<file path="src/rtl/vec_seq_controller.sv">
// vec_seq_controller: PC-owning fetch/execute controller with memory-ack stalls.
// Optional CTRL_BRANCH_NZ_EN makes op 1101 a branch-if-not-zero.
module vec_seq_controller #(
   parameter int WIDTH_INSTR  = 16,
   parameter int WIDTH_VECTOR = 8,
   parameter int WA_RF        = 4
) (
   input  logic                    clk,
   input  logic                    rst,
   input  logic                    start,
   output logic [WIDTH_VECTOR-1:0] pc,
   input  logic                    instr_valid,
   input  logic [WIDTH_INSTR-1:0]  instr,
   output logic                    instr_ready,
   output logic                    op_valid,
   output logic [3:0]              opcode,
   output logic [WA_RF-1:0]        addr_rega,
   output logic [WA_RF-1:0]        addr_regb,
   output logic [WIDTH_VECTOR-1:0] data_imm,
   output logic [WIDTH_VECTOR-1:0] we_rf,
   output logic                    we_mem,
   output logic                    mem_alu,
   input  logic                    mem_ack,
   input  logic                    zero,
   output logic                    jump,
   output logic                    halted
);
   typedef enum logic [2:0] {IDLE, FETCH, EXEC, MEMWAIT, HALT} state_t;
   state_t state_q, state_d;
   logic [WIDTH_VECTOR-1:0] pc_q, pc_d;
   logic [WIDTH_INSTR-1:0] instr_q, instr_d;
   logic is_mem, is_halt, no_wr, take_br;
   assign opcode    = instr_q[WIDTH_INSTR-1 -: 4];
   assign addr_rega = instr_q[WIDTH_INSTR-5 -: WA_RF];
   assign addr_regb = instr_q[WIDTH_INSTR-5-WA_RF -: WA_RF];
   assign data_imm  = instr_q[WIDTH_VECTOR-1:0];
   assign is_mem    = opcode == 4'b1001 || opcode == 4'b1010;
   assign is_halt   = opcode == 4'b1111;
`ifdef CTRL_BRANCH_NZ_EN
   assign no_wr   = opcode inside {4'b1010, 4'b1011, 4'b1100, 4'b1101, 4'b1111};
   assign take_br = (opcode == 4'b1100 && zero) || (opcode == 4'b1101 && !zero);
`else
   assign no_wr   = opcode inside {4'b1010, 4'b1011, 4'b1100, 4'b1111};
   assign take_br = opcode == 4'b1100 && zero;
`endif
   assign pc          = pc_q;
   assign instr_ready = state_q == FETCH;
   assign halted      = state_q == HALT;
   assign op_valid    = state_q == EXEC || state_q == MEMWAIT;
   assign mem_alu     = op_valid && is_mem;
   assign we_mem      = op_valid && opcode == 4'b1001;
   always_ff @(posedge clk or posedge rst)
      if (rst) begin
         state_q <= IDLE;
         pc_q    <= '0;
         instr_q <= '0;
      end else begin
         state_q <= state_d;
         pc_q    <= pc_d;
         instr_q <= instr_d;
      end
   always_comb begin
      state_d = state_q;
      pc_d    = pc_q;
      instr_d = instr_q;
      we_rf   = '0;
      jump    = 1'b0;
      case (state_q)
         IDLE:  state_d = start ? FETCH : IDLE;
         FETCH: if (instr_valid) begin
            instr_d = instr;
            state_d = EXEC;
         end
         EXEC: begin
            we_rf   = (is_mem || no_wr) ? '0 : data_imm;
            jump    = take_br;
            state_d = is_mem ? MEMWAIT : is_halt ? HALT : FETCH;
            pc_d    = (is_mem || is_halt) ? pc_q : take_br ? data_imm : pc_q + WIDTH_VECTOR'(1);
         end
         MEMWAIT: if (mem_ack) begin
            we_rf   = no_wr ? '0 : data_imm;
            pc_d    = pc_q + WIDTH_VECTOR'(1);
            state_d = FETCH;
         end
         HALT: if (start) begin
            pc_d    = '0;
            state_d = FETCH;
         end
         default: state_d = IDLE;
      endcase
   end
endmodule

</file>
<file path="config.mk">
export PLATFORM = sky130hd
export DESIGN_NAME = vec_seq_controller
export DESIGN_NICKNAME = d
export VERILOG_FILES = /design/src/rtl/vec_seq_controller.sv
export SDC_FILE = /design/constraint.sdc
export NUM_CORES = 1
export LEC_CHECK = 0
export BUFFER_PORTS_ARGS = -buffer_cell sky130_fd_sc_hd__buf_2
export CORE_ASPECT_RATIO = 0.75
export CORE_MARGIN = 2
export CORE_UTILIZATION = 35
export CTS_CLUSTER_DIAMETER = 120
export DETAILED_ROUTE_END_ITERATION = 7
export PLACE_DENSITY = 0.63
export SLEW_MARGIN = 20
export SYNTH_ARGS = -nofsm -noshare
export SYNTH_HDL_FRONTEND = slang
export SYNTH_SLANG_ARGS = --single-unit
</file>
<file path="constraint.sdc">
create_clock -name clk -period 5.65 [get_ports clk]
set_input_delay 0.565 -clock clk [delete_from_list [all_inputs] [get_ports clk]]
set_output_delay 0.565 -clock clk [all_outputs]
set_load 0.1 [all_outputs]
</file>
==> flow_summary.toml, run 1 <==
[timing]
fin_skew_ns = 0.00383
finalSetupViolations = 0
min_period_over_period_pct = 53.6
hold_violations = 0
fin_crit_ns = 3.03
fmax_ghz = 0.330
slew_headroom_pct = 55.2
tns_ns = 0
rsz0062_at_grt = "false"
tightest_slew_ns = 0.671
drv_slew = 0

[clocking]
cts_buffers = 3
clock-sinks = 27
cts_tree = "built"
cts_resized = 0
root_buffer = "clkbuf_8"
path_clk_slew_ns = 0.10
clkLatencyLatePin_ns = 0.27
htreeDepth = 1
clockBufferDepth = 2
post_cts_buffers = 0
ctsHoldBuffers = 0

[synth]
synthArstFlopShare_pct = 100
ys_top_cells_by_area = "dfrtp_1, mux2_2, nor3b_1"
ys.flop_type = "dfrtp_1"
synth-seq-cells = 27
syn_nets = 176
synth_area_um2 = 1690
synth_edf_count = 0
yosysUniqueCellTypes = 44
syn_area_per_cell_um2 = 11.0
synth_top_area_cell = "dfrtp_1"
seq_area_frac_synth_pct = 40.1
synthCells = 153
synth_top_area_share_pct = 40.1
yosysWarnings = 0

[min_path]
hold_class = "input port to asynchronous set/reset pin"

[global_routing]
grt_usage_pct = 15.0
grt_first_pass_wirelength_um = 6530
antenna_found_initial = 0
grt_max_degree = 28
grt_remaining_overflow = 0
first_global_vias = 1287

[drt]
ant_nets = 0
wl_per_cell_um = 15.0
post-route-drc-count = 0
vias_per_cell = 5.17
drtIter0Drc = 107
drt_pre_antenna_iters = 5
wl_um = 3970
vias = 1369

[layout]
area_growth_pct = 17.8
drive_above_1_share_pct = 46.2
n_antenna_cell = 0
fill_cells = 452
nets = 232

[die]
std_cell_rows = 21
initial_core_util_pct = 37.1
die_h_um = 64.1
die-area_um2 = 5390
io_pins = 64
core_um2 = 4550
die_w_um = 84.1

[placement]
post-dp-hpwl_um = 2880
globalplace.congestion = 0.841
port-buffer-count = 63

[critical_path]
cp_data_arrival_time_ns = 2.46
crit_path_end_kind = "primary output"
crit_fanout = 9
path_class = "flip-flop to primary output"
cp-start-kind = "flip-flop"
cp.required_ns = 5.09

[run_status]
status = "complete, no violations"

[job]
drv_cap = 0
area by class of cell:
class / count / area [um^2] / area share, %
multi-input cells: 107 / 843 / 42.5
inverters: 6 / 22.5 / 1.13
clock buffers: 3 / 41.3 / 2.08
repair buffers: 64 / 323 / 16.3
clock inverters: 1 / 8.76 / 0.441
flip-flops and latches: 27 / 676 / 34.0
well taps: 57 / 71.3 / 3.59
worst paths after layout:
path                             start          end  slack (ns)  cells after the start
max                         state_q[1]     we_rf[6]        2.62                      4
max reg2reg                instr_q[13]        pc[2]        3.59                      4
min in group clk              instr[6]   instr_q[6]        0.51                      2
min reg2reg                instr_q[11]  instr_q[11]        0.52                      1
max in group asynchronous          rst  instr_q[11]        4.94                      2
min                                rst   instr_q[3]        0.33                      2
metal layers:
metal	global-route usage [%]	part of all wire, %
met1	21.8	51
met2	23.3	44
met3	3.49	4.9
met4	1.81	0.45
met5	0	0
state kept, by name (all words and copies together) (netlist names):
name and count:
pc 8, state_q 3, instr_q 16
critical path: stages (launching register included):
cell and delay (ns):
dfrtp_1 0.57, nor2b_1 0.53, nand2_1 0.35, nor3b_1 0.27, buf_2 0.46
cell usage after synthesis, types with 2 or more instances:
library cell	count
nand2b_1	3
mux2_2	16
a21oi_1	2
nor2_1	6
nor2b_1	2
inv_1	6
buf_2	2
buf_4	5
a32oi_1	9
clkbuf_8	3
nor3b_1	11
o21ai_0	5
o221ai_1	5
dfrtp_1	27
nand3_1	10
buf_6	2
nor3_1	3
nand2_1	10
cells in the final DEF, fill, tap and decap left out, drive strengths merged, types with 2 or more instances in the layout:
cell type,n
a32oi,10
and2b,2
nor3b,12
clkbuf,3
dfrtp,27
nand2,10
nor3,4
o21ai,5
nand3,10
a21oi,2
nor2,6
buf,64
inv,7
mux2,16
o221ai,5
nand2b,3
nor2b,2
logic make-up after synthesis:
| family | count (synthesis) | synth area share (%) |
|---|---|---|
| buffers and inverters | 19 | 9.87 |
| muxes | 17 | 11.3 |
| AOI/OAI and AO/OA | 31 | 17.3 |
| and+or+nand+nor | 57 | 20.2 |
| DFF | 27 | 40.1 |
| adders and majority gates | 1 | 0.742 |
| xor gates and xnor gates | 1 | 0.520 |
metrics by stage:
stage / cells / setup WS (ns) / instance area (um^2) / util, % / hold slack (ns)
global route: 265 / 2.46 / 1990 / 43.7 / 0.379
global placement: 261 / 3.00 / 1940 / 42.6 / 0.490
floorplan: 153 / 1.21 / 1690 / - / 0.493
detailed placement: 261 / 2.97 / 1940 / 42.6 / 0.493
finish: 265 / 2.62 / 1990 / 43.7 / 0.332
CTS: 265 / 2.65 / 1990 / 43.7 / 0.510
Power of run 1 is not shown: default switching activity piles up to over one toggle a cycle in this logic, so the estimate is an artifact.
==> run 2, diff against run 1 <==
--- a/config.mk
+++ b/config.mk
@@ -5,13 +5,14 @@
 export SDC_FILE = /design/constraint.sdc
 export NUM_CORES = 1
 export LEC_CHECK = 0
+export ABC_AREA = 1
 export BUFFER_PORTS_ARGS = -buffer_cell sky130_fd_sc_hd__buf_2
 export CORE_ASPECT_RATIO = 0.75
 export CORE_MARGIN = 2
 export CORE_UTILIZATION = 35
 export CTS_CLUSTER_DIAMETER = 120
 export DETAILED_ROUTE_END_ITERATION = 7
-export PLACE_DENSITY = 0.63
+export PLACE_DENSITY = 0.66
 export SLEW_MARGIN = 20
 export SYNTH_ARGS = -nofsm -noshare
 export SYNTH_HDL_FRONTEND = slang
==> constraint.sdc (replaced) <==
create_clock -name clk -period 2.7 [get_ports clk]
set_input_delay 0.27 -clock clk [delete_from_list [all_inputs] [get_ports clk]]
set_output_delay 0.27 -clock clk [all_outputs]
set_load 0.1 [all_outputs]
==> run 2 against run 1 <==
Against the previous run: die area decreased by 1.0%; synthesized area decreased by 1.1%; hold slack got worse by 0.30 ns; cell count increased by 33%; design area increased by 4.2%.
==> flow_summary.toml, run 2 <==
[die]
die-area_um2 = 5340
io_pins = 64
initial_core_util_pct = 36.9
die_h_um = 63.8
std_cell_rows = 21
core_um2 = 4520
die_w_um = 83.7

[placement]
place_area_um2 = 2020
globalplace.congestion = 0.818
port-buffer-count = 63
post-dp-hpwl_um = 3140

[global_routing]
antenna_found_initial = 0
grt_first_pass_wirelength_um = 6720
grt_remaining_overflow = 0
first_global_vias = 1455
grt_max_degree = 28
grt_usage_pct = 15.6

[timing]
timing.hold.ws_ns = 0.0289
tightest_slew_ns = 0.496
finalSetupViolations = 0
fin_crit_ns = 2.33
fin_skew_ns = 0.00364
min_period_over_period_pct = 86.2
fmax_ghz = 0.430
hold_violations = 0
drv_slew = 0
slew_headroom_pct = 67.2
rsz0062_at_grt = "false"

[critical_path]
critPathSlowestCell = "dfrtp_1"
crit_fanout = 8
crit_path_end_kind = "primary output"
rrSetupSlack_ns = 1.03
reg2reg_to = "pc[6]"
cp.required_ns = 2.43
crit_top_cell = "nand2_1"
cp-start-kind = "flip-flop"
critical-path-top-delay-family = "simple AND/OR/NAND/NOR gates"
r2r_cells = 8
path_buf_inv = 2
cp_slowest_stage_delay_ns = 0.46
path_class = "flip-flop to primary output"
r2r_start = "instr_q[13]"
cp_data_arrival_time_ns = 2.06
crit_chain = "nand2_1 -> nor2_4 -> inv_2 -> o21ai_1 -> nand2_1 -> nor2_1 -> buf_2"

[layout]
fill_cells = 490
regArea_um2 = 676
multi_input_area_um2 = 827
n_antenna_cell = 0
layout_common_cells = "nand2_1, buf_2, nor2_1"
fin_area_um2 = 2070
nets = 319
area_growth_pct = 24.1
drive_above_1_share_pct = 31.9
layout_commonest_cell = "nand2_1"
largest-register = "instr_q"
largest_reg_flops = 16
fin_util_pct = 45.8

[synth]
synth_area_um2 = 1670
synthCells = 234
ys.flop_type = "dfrtp_1"
synth.most_common_cell = "nand2_1"
ys_top_cells_by_area = "dfrtp_1, nand2_1, nor2_1"
synthTopCellsByCount = "nand2_1, nor2_1, dfrtp_1, inv_1, nand3_1"
syn_area_per_cell_um2 = 7.12
yosysWarnings = 0
synth_top_area_cell = "dfrtp_1"
synthArstFlopShare_pct = 100
seq_area_frac_synth_pct = 40.5
yosysUniqueCellTypes = 27
synth_edf_count = 0
syn_nets = 257
synth_top_area_share_pct = 40.5
synth-seq-cells = 27

[run_status]
status = "complete, no violations"

[job]
drv_cap = 0

[clocking]
htreeDepth = 1
clkLatencyLatePin_ns = 0.28
post_cts_buffers = 0
cts_buffers = 3
ctsHoldBuffers = 0
path_clk_slew_ns = 0.10
cts_resized = 0
clock-sinks = 27
clockBufferDepth = 2
cts_tree = "built"
root_buffer = "clkbuf_8"

[drt]
wl_um = 4120
wl_per_cell_um = 11.7
post-route-drc-count = 0
vias_per_cell = 4.53
drtIter0Drc = 64
vias = 1594
ant_nets = 0
drt_pre_antenna_iters = 4

[min_path]
hold_class = "input port to asynchronous set/reset pin"
## run 2: final cells by class
type                       instances  share of cell area (%)
inverter                          31                    5.87
clock inverter                     1                   0.423
timing repair buffer              64                    15.6
sequential                        27                    32.7
tap                               57                    3.45
clock buffer                       3                    2.00
multi-input combinational        169                    40.0
## run 2: worst register-to-register path, delay by kind of cell (launching register included)
kind | cells | cell delay, ns
and+or+nand+nor | 8 | 1.11
DFF | 1 | 0.47
## run 2: logic make-up (layout without fill, tap and decap cells)
group,Yosys count,in the layout,synth area share (%)
AOI/OAI and AO/OA,17,17,5.26
DFF,27,27,40.5
and+or+nand+nor,143,143,37.5
buffers and inverters,38,99,10.3
adders and majority gates,1,1,0.751
muxes,7,7,5.18
xor gates and xnor gates,1,1,0.526
## run 2: worst max path at each step
stage,start,end,slack [ns],cells past startpoint
floorplan,instr_q[13],we_rf[0],-0.41,6
global placement,state_q[2],we_rf[4],0.76,8
detailed placement,state_q[1],we_rf[6],0.72,7
CTS,state_q[1],we_rf[6],0.38,7
global route,state_q[1],we_rf[0],0.22,7
finish,state_q[1],we_rf[6],0.37,7
## run 2: per-stage QoR
stage | setup WS [ns] | cells | TNS (ns)
6_report | 0.372 | 352 | 0
5_1_grt | 0.221 | 352 | 0
4_1_cts | 0.382 | 352 | 0
3_5_place_dp | 0.716 | 348 | 0
3_3_place_gp | 0.763 | 348 | 0
2_1_floorplan | -0.415 | 234 | -3.61
## run 2: metal layers
layer | part of all wire, % | track usage [%] | vias up | wire [um]
met2 | 41 | 23.4 | 53 | 1680
met5 | 0 | 0 | - | 0
met3 | 7.1 | 4.52 | 2 | 293
li1 | - | - | 843 | -
met4 | 0.46 | 2.42 | 0 | 19
met1 | 52 | 22.7 | 696 | 2120
Power of run 2 is left out for the same reason.
